[src/rtl/aether_mem_pkg.sv]
// Shared memory-stage command encodings, controller FSM states and the task descriptor.
package aether_mem_pkg;

    localparam logic [1:0] MEM_IDLE  = 2'b00;
    localparam logic [1:0] MEM_WRITE = 2'b01;
    localparam logic [1:0] MEM_READ  = 2'b10;

    typedef enum logic [2:0] {
        IDLE,
        CHECK,
        ISSUE,
        RUN,
        DRAIN,
        DONE
    } state_e;

    typedef struct packed {
        logic [31:0] start_addr;
        logic [31:0] end_addr;
    } mem_task_t;

endpackage

[src/rtl/aether_mem_read_fifo.sv]
// Read-data FIFO: buffers memory read words for the engine, exposes head and free count.
// Latency: a pushed word is visible at the head one cycle later.
// Backpressure: pop_rdy only drains; a push at full lands only alongside a pop.
module aether_mem_read_fifo #(
    parameter int Depth = 128,
    parameter int Width = 16,
    parameter int CntW  = $clog2(Depth) + 1
) (
    input  logic             clk_i,
    input  logic             rst_i,
    input  logic             push_vld,
    input  logic [Width-1:0] push_dat,
    output logic             pop_vld,
    input  logic             pop_rdy,
    output logic [Width-1:0] pop_dat,
    output logic [CntW-1:0]  free_cnt
);

    localparam int AddrW = (Depth > 1) ? $clog2(Depth) : 1;

    logic [Width-1:0] mem_q [Depth];
    logic [AddrW-1:0] wr_ptr_q;
    logic [AddrW-1:0] rd_ptr_q;
    logic [CntW-1:0]  cnt_q;
    logic             full;
    logic             pop;
    logic             push;

    assign full     = (cnt_q == CntW'(Depth));
    assign pop_vld  = (cnt_q != '0);
    assign pop      = pop_vld && pop_rdy;
    // At full the slot being popped this cycle is the one written.
    assign push     = push_vld && (!full || pop);
    assign pop_dat  = mem_q[rd_ptr_q];
    assign free_cnt = CntW'(Depth) - cnt_q;

    always_ff @(posedge clk_i) begin
        if (push) begin
            mem_q[wr_ptr_q] <= push_dat;
        end
    end

    always_ff @(posedge clk_i or posedge rst_i) begin
        if (rst_i) begin
            wr_ptr_q <= '0;
            rd_ptr_q <= '0;
            cnt_q    <= '0;
        end else begin
            if (push) begin
                wr_ptr_q <= wr_ptr_q + AddrW'(1);
            end
            if (pop) begin
                rd_ptr_q <= rd_ptr_q + AddrW'(1);
            end
            cnt_q <= cnt_q + CntW'(push) - CntW'(pop);
        end
    end

`ifdef ENABLE_SIMULATION_ASSERTS
    logic assert_on;
    assign assert_on = 1'b1;

    push_when_full: assert property (@(posedge clk_i) disable iff (rst_i || !assert_on)
        !(push_vld && full && !pop));
`endif

endmodule

[src/rtl/aether_mem_transfer_ctrl.sv]
// Splits engine block transfers into memory tasks of at most ChunkWords words and streams data.
// Latency: request to ISSUE in 2 cycles; len==0 or rejected requests pulse done_o 2 cycles after accept.
// Backpressure: write words move only on wr_valid_i && memory ready; reads issue only when the FIFO can hold the whole chunk.
module aether_mem_transfer_ctrl
    import aether_mem_pkg::*;
#(
    parameter int ChunkWords = 64,
    parameter int FifoDepth  = 128,
    parameter int LenBits    = 16
) (
    input  logic               clk_i,
    input  logic               rst_i,
    input  logic               req_valid_i,
    output logic               req_ready_o,
    input  logic               req_write_i,
    input  logic [31:0]        req_start_i,
    input  logic [LenBits-1:0] req_len_i,
    output logic               done_o,
    output logic               error_o,
    input  logic [15:0]        wr_data_i,
    input  logic               wr_valid_i,
    output logic               wr_ready_o,
    output logic [15:0]        rd_data_o,
    output logic               rd_valid_o,
    input  logic               rd_ready_i,
    output logic [1:0]         mem_command_o,
    output logic [31:0]        mem_start_address_o,
    output logic [31:0]        mem_end_address_o,
    output logic               mem_en_o,
    output logic [15:0]        mem_data_write_o,
    input  logic [15:0]        mem_data_read_i,
    input  logic               mem_data_read_valid_i,
    input  logic               mem_data_write_ready_i,
    input  logic               mem_task_finished_i,
    input  logic               mem_running_i
);

    localparam int CntW = $clog2(FifoDepth) + 1;

    state_e             state_q;
    state_e             state_d;
    logic               err_q;
    logic               err_d;
    logic               is_write_q;
    logic [31:0]        cur_addr_q;
    logic [LenBits-1:0] remaining_q;
    mem_task_t          task_q;
    logic               drain_seen_q;

    logic [LenBits-1:0] chunk;
    logic [31:0]        chunk_end;
    logic               len_zero;
    logic               addr_ovf;
    logic               end_zero;
    logic               fifo_fits;
    logic [CntW-1:0]    fifo_free;
    logic               fifo_push;
    logic               wr_fire;
    logic               drain_quiet;

    assign chunk       = (remaining_q < LenBits'(ChunkWords)) ? remaining_q : LenBits'(ChunkWords);
    assign chunk_end   = cur_addr_q + 32'(chunk) - 32'd1;
    assign len_zero    = (remaining_q == '0);
    // start + len - 1 wraps exactly when len - 1 exceeds the headroom above start.
    assign addr_ovf    = (32'(remaining_q) - 32'd1) > ~cur_addr_q;
    // The memory never completes a task whose end address is 0.
    assign end_zero    = (chunk_end == 32'd0);
    assign fifo_fits   = (32'(fifo_free) >= 32'(chunk));
    assign drain_quiet = !mem_running_i && !mem_task_finished_i;

    always_ff @(posedge clk_i or posedge rst_i) begin
        if (rst_i) begin
            state_q <= IDLE;
        end else begin
            state_q <= state_d;
        end
    end

    always_comb begin
        state_d = state_q;
        err_d   = err_q;
        unique case (state_q)
            IDLE: begin
                if (req_valid_i) begin
                    state_d = CHECK;
                    err_d   = 1'b0;
                end
            end
            CHECK: begin
                if (len_zero) begin
                    state_d = DONE;
                    err_d   = 1'b0;
                end else if (addr_ovf || end_zero) begin
                    state_d = DONE;
                    err_d   = 1'b1;
                end else if (is_write_q || fifo_fits) begin
                    state_d = ISSUE;
                end
            end
            ISSUE: state_d = RUN;
            RUN: begin
                if (mem_task_finished_i) begin
                    state_d = DRAIN;
                end
            end
            DRAIN: begin
                if (drain_seen_q) begin
                    state_d = (remaining_q == chunk) ? DONE : CHECK;
                end
            end
            DONE: state_d = IDLE;
            default: state_d = IDLE;
        endcase
    end

    always_comb begin
        req_ready_o   = (state_q == IDLE);
        done_o        = (state_q == DONE);
        error_o       = (state_q == DONE) && err_q;
        mem_command_o = MEM_IDLE;
        if (state_q == ISSUE) begin
            mem_command_o = is_write_q ? MEM_WRITE : MEM_READ;
        end
        wr_fire   = (state_q == RUN) && is_write_q && wr_valid_i && mem_data_write_ready_i;
        fifo_push = (state_q == RUN) && !is_write_q && mem_data_read_valid_i;
    end

    assign wr_ready_o          = wr_fire;
    assign mem_en_o            = wr_fire;
    assign mem_data_write_o    = wr_data_i;
    assign mem_start_address_o = task_q.start_addr;
    assign mem_end_address_o   = task_q.end_addr;

    always_ff @(posedge clk_i or posedge rst_i) begin
        if (rst_i) begin
            err_q        <= 1'b0;
            is_write_q   <= 1'b0;
            cur_addr_q   <= '0;
            remaining_q  <= '0;
            task_q       <= '0;
            drain_seen_q <= 1'b0;
        end else begin
            err_q <= err_d;
            if (state_q == IDLE && req_valid_i) begin
                is_write_q  <= req_write_i;
                cur_addr_q  <= req_start_i;
                remaining_q <= req_len_i;
            end
            if (state_q == CHECK && state_d == ISSUE) begin
                task_q <= '{start_addr: cur_addr_q, end_addr: chunk_end};
            end
            // Memory must be quiet for a full cycle before the next chunk is considered.
            drain_seen_q <= (state_q == DRAIN) && !drain_seen_q && drain_quiet;
            if (state_q == DRAIN && drain_seen_q) begin
                cur_addr_q  <= cur_addr_q + 32'(chunk);
                remaining_q <= remaining_q - chunk;
            end
        end
    end

    aether_mem_read_fifo #(
        .Depth (FifoDepth),
        .Width (16),
        .CntW  (CntW)
    ) u_read_fifo (
        .clk_i    (clk_i),
        .rst_i    (rst_i),
        .push_vld (fifo_push),
        .push_dat (mem_data_read_i),
        .pop_vld  (rd_valid_o),
        .pop_rdy  (rd_ready_i),
        .pop_dat  (rd_data_o),
        .free_cnt (fifo_free)
    );

endmodule

[config.mk]
export PLATFORM = sky130hd
export DESIGN_NAME = aether_mem_transfer_ctrl
export DESIGN_NICKNAME = d
export VERILOG_FILES = /design/src/rtl/aether_mem_pkg.sv /design/src/rtl/aether_mem_read_fifo.sv /design/src/rtl/aether_mem_transfer_ctrl.sv
export SDC_FILE = /design/constraint.sdc
export NUM_CORES = 2
export LEC_CHECK = 0
export BUFFER_PORTS_ARGS = -buffer_cell sky130_fd_sc_hd__buf_4
export CORE_ASPECT_RATIO = 0.6
export CORE_UTILIZATION = 45
export DETAILED_ROUTE_END_ITERATION = 6
export PLACE_DENSITY = 0.73
export SETUP_SLACK_MARGIN = 0.02
export SYNTH_ARGS = -nofsm -noshare
export SYNTH_HDL_FRONTEND = slang
export SYNTH_SLANG_ARGS = --single-unit
[constraint.sdc]
create_clock -name clk_i -period 5.3 [get_ports clk_i]
set_input_delay 0.265 -clock clk_i [delete_from_list [all_inputs] [get_ports clk_i]]
set_output_delay 0.265 -clock clk_i [all_outputs]
set_load 0.01 [all_outputs]
* Word-level counts from Yosys, hierarchy flattened
Memories as Yosys holds them, arrays and structs flattened.
Cells that the tools add are included.
** Word-level totals
- Bits in registers :: 140
- Memory bits (read-only) :: 0
- Memories :: 1
- Latch bits :: 0
- Memory bits (writable) :: 2048
- Input port bits :: 90
** Operators by class
- Eq/ne operators :: 10
- Order comparisons :: 3
- Bitwise logic cells :: 1
- Reduce and logical (&&, ||, !) cells :: 29
- Div/mod/pow operators :: 0
- Shift operators :: 0
- Add/sub/neg operators :: 9
- Mux-type cells :: 21
- Multipliers :: 0
** Memories
- u_read_fifo.mem_q :: depth 128, width 16, read ports 1, clocked after memory_dff 0, wr ports 1, RTL line aether_mem_read_fifo.sv:21 : logic [Width-1:0] mem_q [Depth];
** Operators with widths (number)
- 32-bit two-way mux :: 2
- 16-bit two-way mux :: 3
- 32-bit by 16-bit adder with 32-bit output :: 1
- 32-bit > comparator :: 1
- 32-bit logical NOT :: 1
- 32-bit NOT :: 1
- 32-bit by 1-bit subtractor with 32-bit output (second input constant) :: 1
- 3-bit two-way mux :: 7
- 16-bit by 1-bit subtractor with 17-bit output (second input constant) :: 1
- 16-bit equality test :: 1
- 8-bit by 16-bit greater-or-equal comparator with 1-bit output :: 1
- 16-bit logical NOT :: 1
- 16-bit by 7-bit less-than comparator with 1-bit output (second input constant) :: 1
- 16-bit subtractor :: 1
- 3-bit case mux with 5 select lines :: 1
- 7-bit by 1-bit adder with 7-bit output (second input constant) :: 2
- 1-bit logical AND :: 14
- 3-bit by 2-bit equality test with 1-bit output (second input constant) :: 3
- 8-bit by 1-bit adder with 8-bit output :: 1
- 8-bit equality test (second input constant) :: 1
- 8-bit nonzero test :: 1
- 8-bit by 1-bit subtractor with 8-bit output :: 1
- 8-bit subtractor (first input constant) :: 1
- 3-bit equality test (second input constant) :: 2
- 11 further kinds :: 23

* Longest topological paths before layout
- Depth in word-level cells :: 11
- Gate-level depth with buffers :: 25

* Hierarchy
From an unflattened synthesis, not the netlist that was laid out.
** Second synthesis, totals
- Cell total of the unflattened synthesis :: 4406
- Area, all modules :: 88892.8 um^2
** Modules (own cells, without submodules)
- aether_mem_read_fifo :: times used 1, seq. area each 62049.5 um^2, cells an instance 3419, area each 79719.0 um^2
- aether_mem_transfer_ctrl :: times used 1, seq. area each 2952.8 um^2, cells an instance 987, area each 9173.8 um^2

* Worst setup path before layout
No wires, ideal clock.
- Path type :: flip-flop to flip-flop
- Start :: register remaining_q[10]
- End :: register task_q, in the netlist mem_end_address_o[0]
- Stages on the path, launching flop included :: 23
- Slack :: -0.370 ns
- Buffers on the path :: 6
- Required time :: 5.173 ns
- Data arrival time :: 5.542 ns
- Cells stage by stage :: dfrtp_1 > buf_6 > nor4_1 > nand3_1 > inv_1 > clkbuf_1 > and2_1 > ha_1 > clkbuf_1 > a221oi_1 > o21a_1 > buf_4 > a211oi_1 > o311ai_2 > nand4_2 > or4_1 > xnor2_1 > nor4_1 > nand4_2 > nand2b_2 > buf_6 > buf_6 > mux2_1
** Between the ends
- Longest elaborated chain between the ends :: 11
** Ends and longest elaborated chain
- start: declaration :: RTL line aether_mem_transfer_ctrl.sv:46 : logic [LenBits-1:0] remaining_q;
- start signal: assignment :: RTL line aether_mem_transfer_ctrl.sv:147 : remaining_q <= req_len_i;
- start signal: assignment :: RTL line aether_mem_transfer_ctrl.sv:156 : remaining_q <= remaining_q - chunk;
- 16-bit by 7-bit less-than comparator with 1-bit output :: RTL line aether_mem_transfer_ctrl.sv:61 : assign chunk = (remaining_q < LenBits'(ChunkWords)) ? remaining_q : LenBits'(ChunkWords);
- 16-bit two-way mux :: RTL line aether_mem_transfer_ctrl.sv:61
- 32-bit by 16-bit adder with 32-bit output :: RTL line aether_mem_transfer_ctrl.sv:62 : assign chunk_end = cur_addr_q + 32'(chunk) - 32'd1;
- 32-bit by 1-bit subtractor with 32-bit output :: RTL line aether_mem_transfer_ctrl.sv:62
- 32-bit logical NOT :: RTL line aether_mem_transfer_ctrl.sv:67 : assign end_zero = (chunk_end == 32'd0);
- 1-bit logical OR :: RTL line aether_mem_transfer_ctrl.sv:93 : end else if (addr_ovf || end_zero) begin
- 3-bit two-way mux :: RTL line aether_mem_transfer_ctrl.sv:93
- 3-bit two-way mux :: RTL line aether_mem_transfer_ctrl.sv:90 : if (len_zero) begin
- 3-bit case mux with 5 select lines :: RTL line aether_mem_transfer_ctrl.sv:82 : unique case (state_q)
- 3-bit by 2-bit equality test with 1-bit output :: RTL line aether_mem_transfer_ctrl.sv:149 : if (state_q == CHECK && state_d == ISSUE) begin
- 1-bit logical AND :: RTL line aether_mem_transfer_ctrl.sv:149
- end signal: assignment :: RTL line aether_mem_transfer_ctrl.sv:150 : task_q <= '{start_addr: cur_addr_q, end_addr: chunk_end};
- end: declaration :: RTL line aether_mem_transfer_ctrl.sv:47 : mem_task_t task_q;
Several ways; a longest one is shown, not always the timed one.
A chain may end at the register's enable or synchronous reset.

* Worst setup path after layout
- Start :: register remaining_q[8]
- End :: register task_q, in the netlist mem_start_address_o[6]
** Between the ends
- Longest elaborated chain between the ends :: 11
** Ends and longest elaborated chain (RTL line)
- 16-bit by 7-bit less-than comparator with 1-bit output :: aether_mem_transfer_ctrl.sv:61
- 16-bit two-way mux :: aether_mem_transfer_ctrl.sv:61
- 32-bit by 16-bit adder with 32-bit output :: aether_mem_transfer_ctrl.sv:62
- 32-bit by 1-bit subtractor with 32-bit output :: aether_mem_transfer_ctrl.sv:62
- 32-bit logical NOT :: aether_mem_transfer_ctrl.sv:67
- 1-bit logical OR :: aether_mem_transfer_ctrl.sv:93
- 3-bit two-way mux :: aether_mem_transfer_ctrl.sv:93
- 3-bit two-way mux :: aether_mem_transfer_ctrl.sv:90
- 3-bit case mux with 5 select lines * :: aether_mem_transfer_ctrl.sv:82
- 3-bit by 2-bit equality test with 1-bit output * :: aether_mem_transfer_ctrl.sv:149
- 1-bit logical AND * :: aether_mem_transfer_ctrl.sv:149
Mark *: on every way between the ends. The rest lies on a longest branch, timed or not.

==> summary.md <==
| Metric | Value |
|---|---|
| Crit path DAT | 5.94 ns |
| Status | complete, no violations |
| Flop pwr share | 0.386 |
| Via-per-instance ratio | 6.236 |
| Crit-path cells | or4_4 > nor4_4 > xor2_1 > ha_2 > buf_4 > nand2_1 > nor4_2 > a311oi_2 > xnor2_1 > o2111ai_1 > buf_4 > nor2_1 > nand2_1 > nor4_4 > o2111ai_2 > nor4_4 > nand4_4 > nand2b_4 > buf_16 > mux2_4 |
| Synth top area cells | edfxtp_1 (69%), mux4_2 (17%), dfrtp_1 (3.9%) |
| Internal power | 36.03 mW |
| Final HPWL DP | about 140 mm |
| Iter 0 DRT Violations | 7094 |
| Largest family of logic cells by synthesized area | multiplexers |
| Clk_skew | 0.05172 ns |
| DRC | 0 |
| Multiplexer area fraction after synthesis | 0.1820 |
| Dominant synthesized flop cell | edfxtp_1 |
| Worst path required time | 5.98 ns |
| Most frequent cells after synthesis | edfxtp_1 (2048), mux4_2 (671), nor2_1 (207) |
| Via Count | 47080 |
| Global route overflow | 0 |
| Num CTS Buffers | 196 |
| Period utilization | 0.9913 |
| Synth area leader | edfxtp_1 |
| Leak | 33.78 nW |
| Net switching fraction of the power | 0.3255 |
| Crit-path most repeated cell | nor4_4 |
| Worst stage delay on the critical path | 0.57 ns |
| PwrDens | 518.7 nW/um^2 |
| Max_slew headroom | 0.2115 |
| Comb power frac | 0.357 |
| Layout Cells excl Fill | ~7600 |
| Power share of the clock group | 0.257 |
| Fraction of registers with async set/reset | 0.06399 |
| Synth Area in Adders | 0.01073 |
| Most common cell in the netlist | edfxtp_1 |
| Switching power | 17.39 mW |
| Root Driver | clkbuf_16 |
| Final worst-path setup slack | 0.04627 ns |
| Core area | 194900 sq um |
| Cell variety after synth | 93 |
| Synth Area in Simple Gates | 0.03019 |
| Fin nets | about 5000 |
| Pre-CTS WS | -0.1963 ns |
| VDD IR max | around 0.31 mV |
| Final Wtd Congestion | roughly 0.92 |
| Total wire length | 232.6 mm |
| Pins Over Slew Limit | 0 |
| Die W | 575.8 um |
| Vias in the first global route | 45480 |
| Critical path startpoint category | register |
| Crit. End Element | register |
| Antenna-violating nets left | 0 |
| Ys Warns | 0 |
| All-layer global routing usage | 0.2309 |
| Number of max-cap violations | 0 |
| Critical path type | reg -> reg |
| Initial antenna violation count | 18 |
| Worst Tran Pin Value | 1.183 ns |
| Die Footprint | 199400 sq um |
| Setup violators final | 0 |
| Syn Area/Cell | ~21 sq um |
| Routed length per instance | 30.81 um |
| Placed Cells incl. Taps | 7103 |
| Post-layout min period | 5.254 ns |
| Worst hold path class | in -> reg |
| Post-synth EDFFs | 2048 |
| Top cell type's share of synthesized area | 0.6919 |
| Netlist Area Pre-Place | between 80000 and 90000 sq um |
| Total power | 53.42 mW |
| Final hold vios | 0 |
| Initial core utilization | 0.4561 |
| Sequential fraction of the synthesis area | 0.7313 |
| # port buffers | 161 |
| H-tree levels | 4 |
| Synthesis-stage register bit count | roughly 2200 |
| Filler instances | 14770 |
| Clk sinks | 2188 |
| CTS Buffer Depth | 4 |
| Layout cells sized above 1 | 0.3380 |
| 1st-pass router iterations | 7 |
| First-pass GRT wire length | 331.4 mm |
| Max FO, Critical Path | 29 |
| Peak Freq | roughly 190 MHz |
| Die Y | ~350 um |
| FP Rows | 125 |
| Clock transition at path regs | 0.07 ns |
| Ports | 194 |
| Compound-Gate Fraction of Synth Area | 0.02261 |
| Slowest cell on crit path | or4_4 |
| Xor/xnor cell area share of the yosys netlist | 0.008924 |
| Worst-Skew Late Latency | 0.87 ns |
| Largest net degree at the start of global routing | 97 |
| Area growth from synthesis to layout | 15.87% |
| CTS tree | built |
| Cells after Synth | approximately 4200 |
==> cells in the final DEF, fill, tap and decap left out, drive strengths merged, types with 9 or more instances in the layout <==
master,netlist,layout
a211oi,9,9
a21o,22,22
a21oi,49,49
a22oi,27,27
and2,19,19
and3,10,10
buf,91,543
bufinv,0,13
clkbuf,159,240
clkinv,0,83
conb,2,11
dfrtp,140,140
dlygate4sd3,0,67
edfxtp,2048,2048
ha,73,73
inv,39,45
mux2,77,77
mux4,671,671
nand2,116,116
nand2b,10,10
nand3,37,37
nand4,29,29
nor2,207,207
nor2b,15,15
nor3,22,22
nor4,19,19
o211ai,9,9
o21a,14,14
o21ai,65,65
or2,9,9
or4,13,13
xnor2,54,54
xor2,34,34
==> what timing repair did <==
action / in CTS / in global routing
hold buffers: 67 / 0
hold endpoints to repair: 580 / 0
resized for setup: 24 / 67
gates cloned: 2 / 1
setup buffers: 10 / 15
pin swaps: 13 / 28
setup endpoints to repair: 64 / 68
==> cell families after synthesis <==
logic type / count (synthesis)
other: 2
flip-flops: 2188
AND/OR/NAND/NOR: 541
multiplexers: 752
AO/OA/AOI/OAI: 289
XOR/XNOR: 88
buffers and inverters: 289
adder cells (fa/ha/maj): 76
==> worst max-delay path, delay by kind of cell, from the launching register on <==
kind,cells,cell delay (ns)
AO/OA/AOI/OAI,3,0.50
XOR/XNOR,2,0.49
buffers and inverters,3,0.55
adder cells (fa/ha/maj),1,0.23
AND/OR/NAND/NOR,10,2.54
multiplexers,1,0.33
flip-flops,1,0.44
==> layer usage <==
layer / GRT usage / routed length [um] / vias to the layer above
met3: 0.06144 / 29890 / 272
li1: - / - / 18750
met2: 0.3155 / 98500 / 3006
met4: 0.03978 / 3522 / 4
met1: 0.3734 / 100700 / 25050
met5: 0 / 29 / -
==> path summary, 6_finish.rpt <==
kind | start | endpoint | slack, ns | cells past startpoint
setup / recovery | remaining_q[8] | mem_start_address_o[6] | 0.05 | 20
hold reg to reg | mem_start_address_o[25] | mem_start_address_o[25] | 0.50 | 1
max in group asynchronous | rst_i | remaining_q[8] | 3.70 | 4
min in group asynchronous | rst_i | mem_start_address_o[16] | 0.19 | 3
hold / removal | mem_data_read_i[10] | u_read_fifo.mem_q[51][10] | 0.02 | 1
setup reg to reg | remaining_q[8] | mem_start_address_o[6] | 0.05 | 20
==> layout make-up <==
type / instances / area, sq um / share of cell area
Sequential cell: 2188 / 65020 / 0.6314
Multi-Input combinational cell: 1757 / 23200 / 0.2253
Timing Repair Buffer: 611 / 5294 / 0.05140
Clock buffer: 239 / 5125 / 0.04976
Tap cell: 2603 / 3257 / 0.03162
Clock inverter: 107 / 913.4 / 0.008869
Inverter: 39 / 157.7 / 0.001531
Antenna cell: 6 / 15.01 / 0.0001458
==> power by group through the flow <==
stage	combinational, mW	sequential, mW	clock (mW)
6_report	19.1	20.6	13.7
2_1_floorplan	11.5	20.2	0
3_3_place_gp	18.1	20.9	0
3_5_place_dp	18.2	20.9	0
4_1_cts	18.6	20.6	13.9
5_1_grt	19.9	20.7	14.6
==> state kept, by name (all words and copies together) (netlist names) <==
register              cells
u_read_fifo.mem_q      2048
cur_addr_q               32
mem_end_address_o        32
mem_start_address_o      32
remaining_q              16
u_read_fifo.cnt_q         8
u_read_fifo.rd_ptr_q      7
u_read_fifo.wr_ptr_q      7
state_q                   3
drain_seen_q              1
err_q                     1
is_write_q                1
==> per-stage QoR <==
stage | utilization | setup TNS (ns) | hold slack (ns) | area [sq um]
2_1_floorplan | - | 0 | 0.3360 | 88950
3_3_place_gp | 0.4900 | -5.053 | 0.4336 | 95490
3_5_place_dp | 0.4900 | -9.598 | 0.4343 | 95490
4_1_cts | 0.5258 | -0.3979 | 0.003893 | 102500
5_1_grt | 0.5284 | -1.357 | 0.03080 | 103000
6_report | 0.5285 | 0 | 0.02222 | 103000
No activity file was read; power rests on OpenSTA's default activity.
